File: src/rtl/hazard_pkg.sv
// Shared types and constants for the execute-stage hazard controller.
package hazard_pkg;

    typedef enum logic [0:0] {
        RUN      = 1'b0,
        MEM_WAIT = 1'b1
    } ctrl_state_t;

    localparam logic [5:0]  LOAD_OPCODE = 6'b010000;
    localparam logic [63:0] NOP_BUNDLE  = {3'b111, 29'b0, 3'b111, 29'b0};

    typedef struct packed {
        logic [4:0] rt;
        logic       flag;
    } dest_t;

    localparam dest_t DEST_NONE = '{rt: 5'd0, flag: 1'b0};

endpackage

File: src/rtl/exec_hazard_ctrl_if.sv
// Decode/execute/memory sideband seen by the hazard controller, plus its outputs.
interface exec_hazard_ctrl_if;

    logic        d_valid;
    logic [4:0]  d_u_ra;
    logic [4:0]  d_u_rb;
    logic [4:0]  d_l_ra;
    logic [4:0]  d_l_rb;
    logic        d_u_ra_use;
    logic        d_u_rb_use;
    logic        d_l_ra_use;
    logic        d_l_rb_use;
    logic        ex_load;
    logic [4:0]  ex_u_rt;
    logic [4:0]  ex_l_rt;
    logic        ex_u_rt_flag;
    logic        ex_l_rt_flag;
    logic        mem_ack;
    logic        interlock;
    logic        exec_stall;
    logic        err;
    logic [31:0] stall_cnt;

    modport master (
        output d_valid, d_u_ra, d_u_rb, d_l_ra, d_l_rb,
        output d_u_ra_use, d_u_rb_use, d_l_ra_use, d_l_rb_use,
        output ex_load, ex_u_rt, ex_l_rt, ex_u_rt_flag, ex_l_rt_flag,
        output mem_ack,
        input  interlock, exec_stall, err, stall_cnt
    );

    modport slave (
        input  d_valid, d_u_ra, d_u_rb, d_l_ra, d_l_rb,
        input  d_u_ra_use, d_u_rb_use, d_l_ra_use, d_l_rb_use,
        input  ex_load, ex_u_rt, ex_l_rt, ex_u_rt_flag, ex_l_rt_flag,
        input  mem_ack,
        output interlock, exec_stall, err, stall_cnt
    );

endinterface

File: src/rtl/hazard_match.sv
// Compares the four decode sources against an upper/lower destination pair.
module hazard_match (
    input  logic            d_valid_i,
    input  logic [3:0][4:0] src_i,
    input  logic [3:0]      use_i,
    input  logic [4:0]      u_rt_i,
    input  logic            u_flag_i,
    input  logic [4:0]      l_rt_i,
    input  logic            l_flag_i,
    output logic            hit_o
);

    logic u_hit;
    logic l_hit;

    always_comb begin
        u_hit = 1'b0;
        l_hit = 1'b0;
        for (int i = 0; i < 4; i++) begin
            if (use_i[i] && (src_i[i] == u_rt_i)) u_hit = 1'b1;
            if (use_i[i] && (src_i[i] == l_rt_i)) l_hit = 1'b1;
        end
    end

    // Register 0 deliberately matches like any other register.
    assign hit_o = d_valid_i & ((u_flag_i & u_hit) | (l_flag_i & l_hit));

endmodule

File: src/rtl/exec_hazard_ctrl.sv
// Sequences load-use interlocks and variable-latency memory stalls for execute.
module exec_hazard_ctrl
    import hazard_pkg::*;
#(
    parameter int TIMEOUT = 64
) (
    input  logic               clk,
    input  logic               rst,
    exec_hazard_ctrl_if.slave  bus
);

    localparam int               WCW       = $clog2(TIMEOUT + 1);
    localparam logic [WCW-1:0]   WAIT_LAST = WCW'(TIMEOUT - 1);

    ctrl_state_t    state_q, state_d;
    dest_t          pend_u_q, pend_u_d;
    dest_t          pend_l_q, pend_l_d;
    logic [WCW-1:0] wait_cnt_q, wait_cnt_d;
    logic           err_q, err_d;
    logic [31:0]    stall_cnt_q, stall_cnt_d;

    logic           ex_hit;
    logic           pend_hit;
    logic           timeout;
    logic           interlock;
    logic           exec_stall;
    logic [3:0][4:0] dec_src;
    logic [3:0]      dec_use;

    function automatic logic [31:0] sat_inc(input logic [31:0] v);
        return (v == 32'hFFFF_FFFF) ? v : v + 32'd1;
    endfunction

    assign dec_src = {bus.d_u_ra, bus.d_u_rb, bus.d_l_ra, bus.d_l_rb};
    assign dec_use = {bus.d_u_ra_use, bus.d_u_rb_use, bus.d_l_ra_use, bus.d_l_rb_use};

    hazard_match u_ex_match (
        .d_valid_i (bus.d_valid),
        .src_i     (dec_src),
        .use_i     (dec_use),
        .u_rt_i    (bus.ex_u_rt),
        .u_flag_i  (bus.ex_u_rt_flag),
        .l_rt_i    (bus.ex_l_rt),
        .l_flag_i  (bus.ex_l_rt_flag),
        .hit_o     (ex_hit)
    );

    hazard_match u_pend_match (
        .d_valid_i (bus.d_valid),
        .src_i     (dec_src),
        .use_i     (dec_use),
        .u_rt_i    (pend_u_q.rt),
        .u_flag_i  (pend_u_q.flag),
        .l_rt_i    (pend_l_q.rt),
        .l_flag_i  (pend_l_q.flag),
        .hit_o     (pend_hit)
    );

    assign timeout = (wait_cnt_q == WAIT_LAST);

    always_ff @(posedge clk) begin
        if (rst) begin
            state_q <= RUN;
        end else begin
            state_q <= state_d;
        end
    end

    always_comb begin
        state_d = state_q;
        case (state_q)
            RUN: begin
                if (bus.ex_load) state_d = MEM_WAIT;
            end
            MEM_WAIT: begin
                if (bus.mem_ack || timeout) state_d = RUN;
            end
            default: state_d = RUN;
        endcase
    end

    // Both outputs drop in the ack cycle: load data is forwarded from memory.
    always_comb begin
        interlock  = 1'b0;
        exec_stall = 1'b0;
        case (state_q)
            RUN: begin
                interlock = bus.ex_load & ex_hit;
            end
            MEM_WAIT: begin
                exec_stall = ~bus.mem_ack;
                interlock  = ~bus.mem_ack & pend_hit;
            end
            default: ;
        endcase
    end

    always_comb begin
        pend_u_d    = pend_u_q;
        pend_l_d    = pend_l_q;
        wait_cnt_d  = wait_cnt_q;
        err_d       = err_q;
        stall_cnt_d = (interlock | exec_stall) ? sat_inc(stall_cnt_q) : stall_cnt_q;
        case (state_q)
            RUN: begin
                if (bus.mem_ack) err_d = 1'b1;
                if (bus.ex_load) begin
                    pend_u_d   = '{rt: bus.ex_u_rt, flag: bus.ex_u_rt_flag};
                    pend_l_d   = '{rt: bus.ex_l_rt, flag: bus.ex_l_rt_flag};
                    wait_cnt_d = '0;
                end
            end
            MEM_WAIT: begin
                // A load while execute should be bubbling is flagged, never latched.
                if (bus.ex_load) err_d = 1'b1;
                if (bus.mem_ack) begin
                    pend_u_d.flag = 1'b0;
                    pend_l_d.flag = 1'b0;
                end else begin
                    wait_cnt_d = wait_cnt_q + 1'b1;
                    if (timeout) begin
                        err_d         = 1'b1;
                        pend_u_d.flag = 1'b0;
                        pend_l_d.flag = 1'b0;
                    end
                end
            end
            default: ;
        endcase
    end

    always_ff @(posedge clk) begin
        if (rst) begin
            pend_u_q.flag <= 1'b0;
            pend_l_q.flag <= 1'b0;
            wait_cnt_q    <= '0;
            err_q         <= 1'b0;
            stall_cnt_q   <= '0;
        end else begin
            pend_u_q.flag <= pend_u_d.flag;
            pend_l_q.flag <= pend_l_d.flag;
            wait_cnt_q    <= wait_cnt_d;
            err_q         <= err_d;
            stall_cnt_q   <= stall_cnt_d;
        end
    end

    // Register numbers are only meaningful while their flag is set.
    always_ff @(posedge clk) begin
        pend_u_q.rt <= pend_u_d.rt;
        pend_l_q.rt <= pend_l_d.rt;
    end

    assign bus.interlock  = interlock;
    assign bus.exec_stall = exec_stall;
    assign bus.err        = err_q;
    assign bus.stall_cnt  = stall_cnt_q;

endmodule

File: src/flat_wrapper.sv
// flat-port wrapper written by rule: the top's interface ports become plain ports
module exec_hazard_ctrl_flat import hazard_pkg::*;
#(
    parameter int TIMEOUT = 64
)
  (clk, rst, bus_d_valid, bus_d_u_ra, bus_d_u_rb, bus_d_l_ra, bus_d_l_rb, bus_d_u_ra_use, bus_d_u_rb_use, bus_d_l_ra_use, bus_d_l_rb_use, bus_ex_load, bus_ex_u_rt, bus_ex_l_rt, bus_ex_u_rt_flag, bus_ex_l_rt_flag, bus_mem_ack, bus_interlock, bus_exec_stall, bus_err, bus_stall_cnt);
  exec_hazard_ctrl_if bus_i ();
  input  logic clk;
  input  logic rst;
  input wire logic [$bits(bus_i.d_valid)-1:0] bus_d_valid;
  input wire logic [$bits(bus_i.d_u_ra)-1:0] bus_d_u_ra;
  input wire logic [$bits(bus_i.d_u_rb)-1:0] bus_d_u_rb;
  input wire logic [$bits(bus_i.d_l_ra)-1:0] bus_d_l_ra;
  input wire logic [$bits(bus_i.d_l_rb)-1:0] bus_d_l_rb;
  input wire logic [$bits(bus_i.d_u_ra_use)-1:0] bus_d_u_ra_use;
  input wire logic [$bits(bus_i.d_u_rb_use)-1:0] bus_d_u_rb_use;
  input wire logic [$bits(bus_i.d_l_ra_use)-1:0] bus_d_l_ra_use;
  input wire logic [$bits(bus_i.d_l_rb_use)-1:0] bus_d_l_rb_use;
  input wire logic [$bits(bus_i.ex_load)-1:0] bus_ex_load;
  input wire logic [$bits(bus_i.ex_u_rt)-1:0] bus_ex_u_rt;
  input wire logic [$bits(bus_i.ex_l_rt)-1:0] bus_ex_l_rt;
  input wire logic [$bits(bus_i.ex_u_rt_flag)-1:0] bus_ex_u_rt_flag;
  input wire logic [$bits(bus_i.ex_l_rt_flag)-1:0] bus_ex_l_rt_flag;
  input wire logic [$bits(bus_i.mem_ack)-1:0] bus_mem_ack;
  output wire logic [$bits(bus_i.interlock)-1:0] bus_interlock;
  output wire logic [$bits(bus_i.exec_stall)-1:0] bus_exec_stall;
  output wire logic [$bits(bus_i.err)-1:0] bus_err;
  output wire logic [$bits(bus_i.stall_cnt)-1:0] bus_stall_cnt;
  assign bus_i.d_valid = bus_d_valid;
  assign bus_i.d_u_ra = bus_d_u_ra;
  assign bus_i.d_u_rb = bus_d_u_rb;
  assign bus_i.d_l_ra = bus_d_l_ra;
  assign bus_i.d_l_rb = bus_d_l_rb;
  assign bus_i.d_u_ra_use = bus_d_u_ra_use;
  assign bus_i.d_u_rb_use = bus_d_u_rb_use;
  assign bus_i.d_l_ra_use = bus_d_l_ra_use;
  assign bus_i.d_l_rb_use = bus_d_l_rb_use;
  assign bus_i.ex_load = bus_ex_load;
  assign bus_i.ex_u_rt = bus_ex_u_rt;
  assign bus_i.ex_l_rt = bus_ex_l_rt;
  assign bus_i.ex_u_rt_flag = bus_ex_u_rt_flag;
  assign bus_i.ex_l_rt_flag = bus_ex_l_rt_flag;
  assign bus_i.mem_ack = bus_mem_ack;
  assign bus_interlock = bus_i.interlock;
  assign bus_exec_stall = bus_i.exec_stall;
  assign bus_err = bus_i.err;
  assign bus_stall_cnt = bus_i.stall_cnt;
  exec_hazard_ctrl #(.TIMEOUT(TIMEOUT)) u_core (.clk(clk), .rst(rst), .bus(bus_i));
endmodule
File: config.mk
export PLATFORM = sky130hd
export DESIGN_NAME = exec_hazard_ctrl_flat
export DESIGN_NICKNAME = d
export VERILOG_FILES = /design/src/rtl/hazard_pkg.sv /design/src/rtl/exec_hazard_ctrl_if.sv /design/src/rtl/hazard_match.sv /design/src/rtl/exec_hazard_ctrl.sv /design/src/flat_wrapper.sv
export SDC_FILE = /design/constraint.sdc
export NUM_CORES = 1
export LEC_CHECK = 0
export CORE_UTILIZATION = 40
export DETAILED_ROUTE_END_ITERATION = 8
export PLACE_DENSITY = 0.66
export SETUP_SLACK_MARGIN = 0.1
export SLEW_MARGIN = 20
export SYNTH_ARGS = -nofsm -noshare
export SYNTH_HDL_FRONTEND = slang
export SYNTH_SLANG_ARGS = --single-unit
File: constraint.sdc
create_clock -name clk -period 7.85 [get_ports clk]
set_clock_uncertainty 0.15 [all_clocks]
set_input_delay 0.785 -clock clk [delete_from_list [all_inputs] [get_ports clk]]
set_output_delay 0.785 -clock clk [all_outputs]
set_load 0.02 [all_outputs]
==> impl_metrics.tcl <==
set metrics [dict create \
    outcome "finished, final reports clean" \
    syn2layout_area_growth_pct 26.2 \
    hold_buffers 0 \
    hold_viol_final 0 \
    grt-ovfl-total 0 \
    vias 3074 \
    cpPeakStageDelay_ns 0.64 \
    crit_slowest_cell "clkdlybuf4s50_1" \
    start_kind "input pin" \
    firstDrtPassIters 4 \
    insertion_delay_ns 0.31 \
    min_path_type "reg2reg" \
    start_util_pct 41.4 \
    period_minus_slack_ns 4.17 \
    end_kind "output pin" \
    post_cts_buffers 0 \
    finalInstanceArea_um2 4310 \
    tightest_slew_ns 0.987 \
    holdWs_ns 0.351 \
    grt_usage_pct 21.7 \
    grt_pass1_wl_um 14900 \
    drtIter0Drc 158 \
    syn_area_per_cell_um2 8.72 \
    ios 76 \
    p_per_area_nw_per_um2 130 \
    rsz0062_at_grt "no" \
    drc 0 \
    final_util_pct 52.2 \
    die_w_um 94.4 \
    grt_pass1_vias 2919 \
    synth_async_sr_flop_share_pct 0 \
    critPathMaxFanout 5 \
    ant_nets 0 \
    clkPwrFrac_pct 30.2 \
    place_area_um2 4220 \
    required_ns 6.91 \
    syn_nets 435 \
    via_per_inst 5.45 \
    wl_per_cell_um 16.5 \
    cts_sinks 53 \
    synth-seq-cells 53 \
    path_cells "clkdlybuf4s50_1 -> xor2_1 -> nor4_1 -> nand3_1 -> and4_1 -> o221ai_1 -> clkdlybuf4s50_1" \
    clk_pin_slew_ns 0.09 \
    clock_path_buffers 2 \
    finalCritPeriodShare_pct 53.2 \
    core_um2 8260 \
    antenna_cells 0 \
    synth_flop_cell "dfxtp_1" \
    drive_gt1_share_pct 5.01 \
    yosysSeqAreaShare_pct 34.0 \
    fin_nets 501 \
    vdd_drop_max_v 0.0000613 \
    crit_type "in2out" \
    syn_area_um2 3420 \
    maxSlewViolCount 0 \
    port_buffers 75 \
    swShare_pct 28.3 \
    leakage_nw 1.48 \
    combPwrFrac_pct 17.6 \
    cts_root_buf "clkbuf_8" \
    wl_um 9310 \
    p_sw_uw 158 \
    num_rows 33 \
    cap_violations 0 \
    cts_resized 0 \
    die_area_um2 8920 \
    slew_headroom_pct 34.2 \
    cts-buffers-inserted 5 \
    setup-tns-final_ns 0 \
    cts_tree "built" \
    power.internal_uw 401 \
    ys_types 49 \
    final_common_cell "clkdlybuf4s50_1" \
    hpwl_um 6850 \
    syn-instance-count 392 \
    yosys_warnings 0 \
    htree_levels 2 \
    power_uw 559 \
    setup_viol 0 \
    fmax_mhz 240 \
    fillers 789 \
    crit_top_cell "clkdlybuf4s50_1" \
    synth_edf_count 10 \
    dieHeight_um 94.4 \
    layout_common_cells "74 x clkdlybuf4s50_1, 67 x xor2_1, 43 x dfxtp_1" \
    critPathArrivalTime_ns 3.24 \
    grt_max_degree 58 \
    gp_congestion 0.914 \
    power_frac_seq_pct 52.2 \
    antenna_found_initial 0 \
]
cells in the mapped netlist (6+ instances only):
master | n | area, um^2
a21oi_1 | 16 | 80.1
clkbuf_1 | 9 | 33.8
dfxtp_1 | 43 | 861
edfxtp_1 | 10 | 300
or3_1 | 7 | 43.8
nand2_1 | 23 | 86.3
nand3_1 | 28 | 140
nand4_1 | 8 | 50.1
nor2_1 | 34 | 128
nor4_1 | 25 | 156
xor2_1 | 67 | 587
nor2b_1 | 16 | 100
mux2_1 | 8 | 90.1
o21ai_0 | 6 | 30.0
xnor2_1 | 18 | 158
nor3_1 | 8 | 40.0
final timing paths:
path | start | endpoint | cells after the start | slack, ns
max | bus_ex_u_rt[1] | bus_interlock | 7 | 3.68
min reg2reg | u_core.bus.err | u_core.bus.err | 2 | 0.35
max reg2reg | u_core.bus.stall_cnt[7] | u_core.bus.stall_cnt[27] | 8 | 4.78
min | u_core.bus.err | u_core.bus.err | 2 | 0.35
per-layer routing:
| metal | up-vias | GRT usage [%] | routed length [um] |
|---|---|---|---|
| met4 | 0 | 6.79 | 146 |
| li1 | 1529 | - | - |
| met3 | 12 | 5.07 | 613 |
| met2 | 100 | 35.7 | 4280 |
| met1 | 1433 | 28.1 | 4260 |
| met5 | - | 0 | 0 |
through the flow:
stage | cells | worst slack (ns)
2_1_floorplan | 392 | 4.88
3_3_place_gp | 556 | 3.66
3_5_place_dp | 556 | 3.70
4_1_cts | 564 | 3.69
5_1_grt | 564 | 3.60
6_report | 564 | 3.68
worst max-delay path, delay by kind of cell:
kind                      cells  cell delay [ns]
AOI/OAI and AO/OA             1             0.23
buffers and inverters         2             1.22
and+or+nand+nor               3             0.76
xor gates and xnor gates      1             0.24
layout make-up:
type	instances	area, um^2	area share, %
Clock buffer	6	82.6	1.91
Clock inverter	2	13.8	0.319
Inverter	2	7.51	0.174
Multi-Input combinational cell	321	2170	50.3
Sequential cell	53	1160	26.9
Tap cell	105	131	3.05
Timing Repair Buffer	75	746	17.3
sequential cells by signal, indices dropped and copies added, names as in the netlist:
| name | cells |
|---|---|
| u_core.pend_l_q | 6 |
| u_core.bus.stall_cnt | 32 |
| u_core.state_q | 1 |
| u_core.wait_cnt_q | 7 |
| u_core.pend_u_q | 6 |
| u_core.bus.err | 1 |
power by group through the flow:
stage | combinational (mW) | sequential [mW] | clock, mW
2_1_floorplan | 0.0509 | 0.296 | 0
3_3_place_gp | 0.0979 | 0.298 | 0
3_5_place_dp | 0.0973 | 0.298 | 0
4_1_cts | 0.0981 | 0.292 | 0.174
5_1_grt | 0.107 | 0.293 | 0.186
6_report | 0.0984 | 0.292 | 0.169
logic make-up (layout without fill, tap and decap cells):
family | after synthesis | count (layout) | share of synthesized area, %
flops | 53 | 53 | 34.0
compound gates | 43 | 43 | 8.28
simple gates | 177 | 177 | 28.2
buf+inv | 18 | 85 | 2.49
xor+xnor | 85 | 85 | 21.8
mux | 14 | 14 | 4.58
fa+ha+maj | 2 | 2 | 0.732
Power figures use the tool's default switching activity.
